<file path="src/rtl/register_file_mp.sv">
// Register file with one write port, two registered read ports and a sequenced bulk-clear engine.
// Optional macro REGFILE_BYPASS_EN enables write-through forwarding to the read ports.
module register_file_mp #(
    parameter int DATA_WIDTH = 16,
    parameter int ADDR_WIDTH = 3,
    parameter int ZERO_REG   = 0
) (
    input  logic                  clock,
    input  logic                  reset_n,
    input  logic                  chip_enable,
    input  logic                  write_enable,
    input  logic [ADDR_WIDTH-1:0] write_addr,
    input  logic [DATA_WIDTH-1:0] write_data,
    input  logic                  read_en,
    input  logic [ADDR_WIDTH-1:0] read_addr_a,
    input  logic [ADDR_WIDTH-1:0] read_addr_b,
    output logic [DATA_WIDTH-1:0] read_data_a,
    output logic [DATA_WIDTH-1:0] read_data_b,
    output logic                  read_valid,
    input  logic                  clear_req,
    output logic                  busy
);

    localparam int DEPTH = 2 ** ADDR_WIDTH;
    localparam logic [ADDR_WIDTH-1:0] LAST_ADDR = ADDR_WIDTH'(DEPTH - 1);

    typedef enum logic {
        IDLE,
        CLEAR
    } state_t;

    state_t                state, state_next;
    logic [ADDR_WIDTH-1:0] clear_cnt, clear_cnt_next;
    logic [DATA_WIDTH-1:0] entry [DEPTH];
    logic                  port_open;
    logic                  wr_ok;
    logic                  wr_store;
    logic                  rd_ok;
    logic [DATA_WIDTH-1:0] rd_val_a, rd_val_b;

    // A clear request on an idle edge takes priority over any port access on that edge
    assign port_open = (state == IDLE) && !clear_req && chip_enable;
    assign wr_ok     = port_open && write_enable;
    assign wr_store  = wr_ok && !((ZERO_REG != 0) && (write_addr == '0));
    assign rd_ok     = port_open && read_en;
    assign busy      = (state == CLEAR);

    always_ff @(posedge clock or negedge reset_n) begin
        if (!reset_n) begin
            state     <= IDLE;
            clear_cnt <= '0;
        end else begin
            state     <= state_next;
            clear_cnt <= clear_cnt_next;
        end
    end

    always_comb begin
        state_next     = state;
        clear_cnt_next = clear_cnt;
        case (state)
            IDLE: begin
                if (clear_req) begin
                    state_next = CLEAR;
                end
            end
            CLEAR: begin
                if (clear_cnt == LAST_ADDR) begin
                    state_next     = IDLE;
                    clear_cnt_next = '0;
                end else begin
                    clear_cnt_next = clear_cnt + ADDR_WIDTH'(1);
                end
            end
            default: begin
                state_next     = IDLE;
                clear_cnt_next = '0;
            end
        endcase
    end

    always_ff @(posedge clock or negedge reset_n) begin
        if (!reset_n) begin
            for (int i = 0; i < DEPTH; i++) begin
                entry[i] <= '0;
            end
        end else if (state == CLEAR) begin
            entry[clear_cnt] <= '0;
        end else if (wr_store) begin
            entry[write_addr] <= write_data;
        end
    end

    // Zero masking is applied last so a hardwired entry 0 never forwards write data
    always_comb begin
        rd_val_a = entry[read_addr_a];
        rd_val_b = entry[read_addr_b];
`ifdef REGFILE_BYPASS_EN
        if (wr_ok && (read_addr_a == write_addr)) begin
            rd_val_a = write_data;
        end
        if (wr_ok && (read_addr_b == write_addr)) begin
            rd_val_b = write_data;
        end
`endif
        if ((ZERO_REG != 0) && (read_addr_a == '0)) begin
            rd_val_a = '0;
        end
        if ((ZERO_REG != 0) && (read_addr_b == '0)) begin
            rd_val_b = '0;
        end
    end

    always_ff @(posedge clock or negedge reset_n) begin
        if (!reset_n) begin
            read_data_a <= '0;
            read_data_b <= '0;
            read_valid  <= 1'b0;
        end else if (rd_ok) begin
            read_data_a <= rd_val_a;
            read_data_b <= rd_val_b;
            read_valid  <= 1'b1;
        end else begin
            read_valid  <= 1'b0;
        end
    end

endmodule

</file>
<file path="config.mk">
export PLATFORM = sky130hd
export DESIGN_NAME = register_file_mp
export DESIGN_NICKNAME = d
export VERILOG_FILES = /design/src/rtl/register_file_mp.sv
export SDC_FILE = /design/constraint.sdc
export NUM_CORES = 1
export LEC_CHECK = 0
export CAP_MARGIN = 15
export CORE_MARGIN = 2
export CORE_UTILIZATION = 40
export CTS_CLUSTER_SIZE = 40
export DETAILED_ROUTE_END_ITERATION = 7
export DONT_BUFFER_PORTS = 1
export GPL_TIMING_DRIVEN = 0
export PLACE_DENSITY = 0.61
export SLEW_MARGIN = 5
export SYNTH_ARGS = -nofsm -noshare
export SYNTH_HDL_FRONTEND = slang
export SYNTH_SLANG_ARGS = --single-unit
export TNS_END_PERCENT = 5
</file>
<file path="constraint.sdc">
create_clock -name clock -period 4.1 [get_ports clock]
set_input_delay 0.615 -clock clock [delete_from_list [all_inputs] [get_ports clock]]
set_output_delay 0.615 -clock clock [all_outputs]
set_load 0.02 [all_outputs]
</file>
==> results_dict.tcl <==
set metrics [dict create \
    grt_max_degree 166 \
    reg2regPathDepth 5 \
    seq_area_frac_synth_pct 46.7 \
    synth_top_family_by_area "multiplexers" \
    yosysMostFrequentCell "mux2i_1" \
    clkSinkCount 165 \
    cts-root-buf "clkbuf_16" \
    drc 0 \
    synthArstFlopShare_pct 100 \
    synth_xor_area_share_pct 0 \
    rsz0062_at_grt "no" \
    grt_pass1_wl_mm 36.7 \
    core_mm2 0.0218 \
    synthSimpleGateAreaFrac_pct 9.94 \
    syn_nets 830 \
    portBuffers 0 \
    vdd_drop_max_mv 0.264 \
    pwr_density_cell_mw_per_mm2 593 \
    synthMuxAreaShare_pct 30.3 \
    clkLatencyLatePin_ps 430 \
    dr.pass1.iters 4 \
    synth.distinct_cells 28 \
    die_h_um 153 \
    ys_top_cells_by_count "mux2i_1, dfrtp_1, nand2_1" \
    synth_fa_ha_area_share_pct 0.283 \
    p_total_w 0.00582 \
    synth-compound-area-share_pct 8.22 \
    ys_ff_latch 165 \
    via_per_inst 5.39 \
    synth_edf_count 0 \
    antenna_left 0 \
    syn_area_mm2 0.00884 \
    die_area_mm2 0.0233 \
    syn_to_final_growth_pct 11.0 \
    drt_wl_total_mm 23.3 \
    final.setup.tns_ps 0 \
    dp_hpwl_mm 17.4 \
    start_kind "flop" \
    cp_max_fo 10 \
    grtUsageTotal_pct 20.3 \
    finalHoldViolCount 163 \
    timing.final.crit_share_pct 49.3 \
    drt_iter0_drc 300 \
    grt_antenna_before_repair 0 \
    worstPathCellList "buf_2, nand4b_1, clkbuf_1, nand2_1, mux2i_1" \
    status "complete, but fails checks" \
    vias 5973 \
    clock_skew_ps 7.32 \
    rrSetupSlack_ps 2080 \
    regArea_mm2 0.00413 \
    cts_buffers 17 \
    multiInputGateArea_mm2 0.00431 \
    yosys-top-cells-area "dfrtp_1, mux2i_1, mux2_2" \
    die_w_um 153 \
    start_util_pct 40.6 \
    syn_area_per_cell_um2 11.1 \
    layout-drive-gt1-share_pct 17.1 \
    ys.flop_type "dfrtp_1" \
    routabilityCongestion 0.830 \
    synth_warnings 0 \
    hold_path_class "in -> async" \
    power_leakage_nw 4.85 \
    place_inst 1077 \
    synth_top_area_share_pct 46.7 \
    detail_route.wl_per_cell_um 21.0 \
    n_fill_cell 2039 \
    r2r-start "busy" \
    synthCells 797 \
    crit_path_end_kind "flop" \
    crit_required_ps 4400 \
    rows 54 \
    clk_pin_slew_ps 60 \
    slowest_stage "dfrtp_1" \
    instances_no_fill 1108 \
    fmax_mhz 495 \
    synth_top_area_cell "dfrtp_1" \
    slew_violations 0 \
    setup_viol_count_final 0 \
    insertedDiodeCount 0 \
    maxSlewHeadroom_pct 50.6 \
    io_pins 65 \
    grt_pass1_vias 6030 \
    crit_type "reg -> reg" \
    tritoncts "yes" \
    maxCapViolCount 0 \
    max_stage_delay_ps 580 \
    whs_ps -118 \
    nNetsFinal 849 \
    violations "hold timing" \
    fin_crit_ps 2020 \
    cts_buffer_depth 2 \
    worst_pin_slew_ps 736 \
    grt_remaining_overflow 0 \
    cp_data_arrival_time_ps 2320 \
    htree_levels 4 \
    r2r_end "entry[40]" \
]
[flip-flops by register name, indices dropped and copies added (netlist names)]
signal,count
clear_cnt,3
entry,128
read_data_b,16
busy,1
read_data_a,16
read_valid,1
[critical path: cells and delay by family (launching register included)]
family	cells	cell delay, ps
flops	1	580
buf+inv	2	670
simple gates	2	560
mux	1	70
[worst max path at each step]
stage	from	endpoint	cells after the start
floorplan	write_addr[2]	entry[117]	4
global placement	read_addr_b[0]	read_data_b[5]	5
detailed placement	read_addr_a[0]	read_data_a[11]	5
CTS	busy	entry[27]	5
global route	busy	entry[13]	5
finish	busy	entry[40]	5
[final cells by class]
type                    count  area share (%)
inverters                  19           0.727
clock buffers              18            4.48
plain buffers              64            3.40
multi-input cells         549            43.9
well taps                 280            3.57
clock inverters            13            1.86
flip-flops and latches    165            42.1
[logic make-up (layout without fill, tap and decap cells)]
group	after synthesis	after routing
mux	259	259
compound gates	97	97
buf+inv	83	114
flops	165	165
fa+ha+maj	2	2
simple gates	191	191
[routing by layer]
| layer | vias up | routed length, um | track usage [%] |
|---|---|---|---|
| met5 | - | 0 | 0 |
| li1 | 2884 | - | - |
| met2 | 80 | 11000 | 32.1 |
| met4 | 0 | 583 | 6.92 |
| met3 | 32 | 456 | 3.30 |
| met1 | 2977 | 11200 | 28.6 |
[through the flow]
step	cell area, um2	util (%)	setup slack, ps
after floorplan	8840	-	2320
after global placement	9190	42.2	1960
after detailed placement	9190	42.2	1940
after CTS	9810	45.1	2050
after global routing	9810	45.1	1950
final	9810	45.1	2080
[layout by cell type (no fill, tap or decap), types with 17 or more instances in the layout]
cell type	netlist	final
mux2i_1	193	193
o22ai_1	33	33
dfrtp_1	165	165
clkbuf_16	0	17
mux2_2	66	66
inv_1	19	19
nand2_1	164	164
buf_2	30	30
clkbuf_1	23	23
o31ai_1	32	32
a22o_1	32	32
[report_power, final]
group          switching [W]  leakage [nW]  internal (W)  total (W)
Sequential          0.000592          2.23       0.00214    0.00274
Clock               0.000670         0.294       0.00103    0.00170
Combinational       0.000744          2.33      0.000641    0.00139
[timing repair]
item	CTS	global route
resized for setup	0	0
setup buffers	0	0
hold endpoints to repair	165	165
No activity file was read; power rests on OpenSTA's default activity.
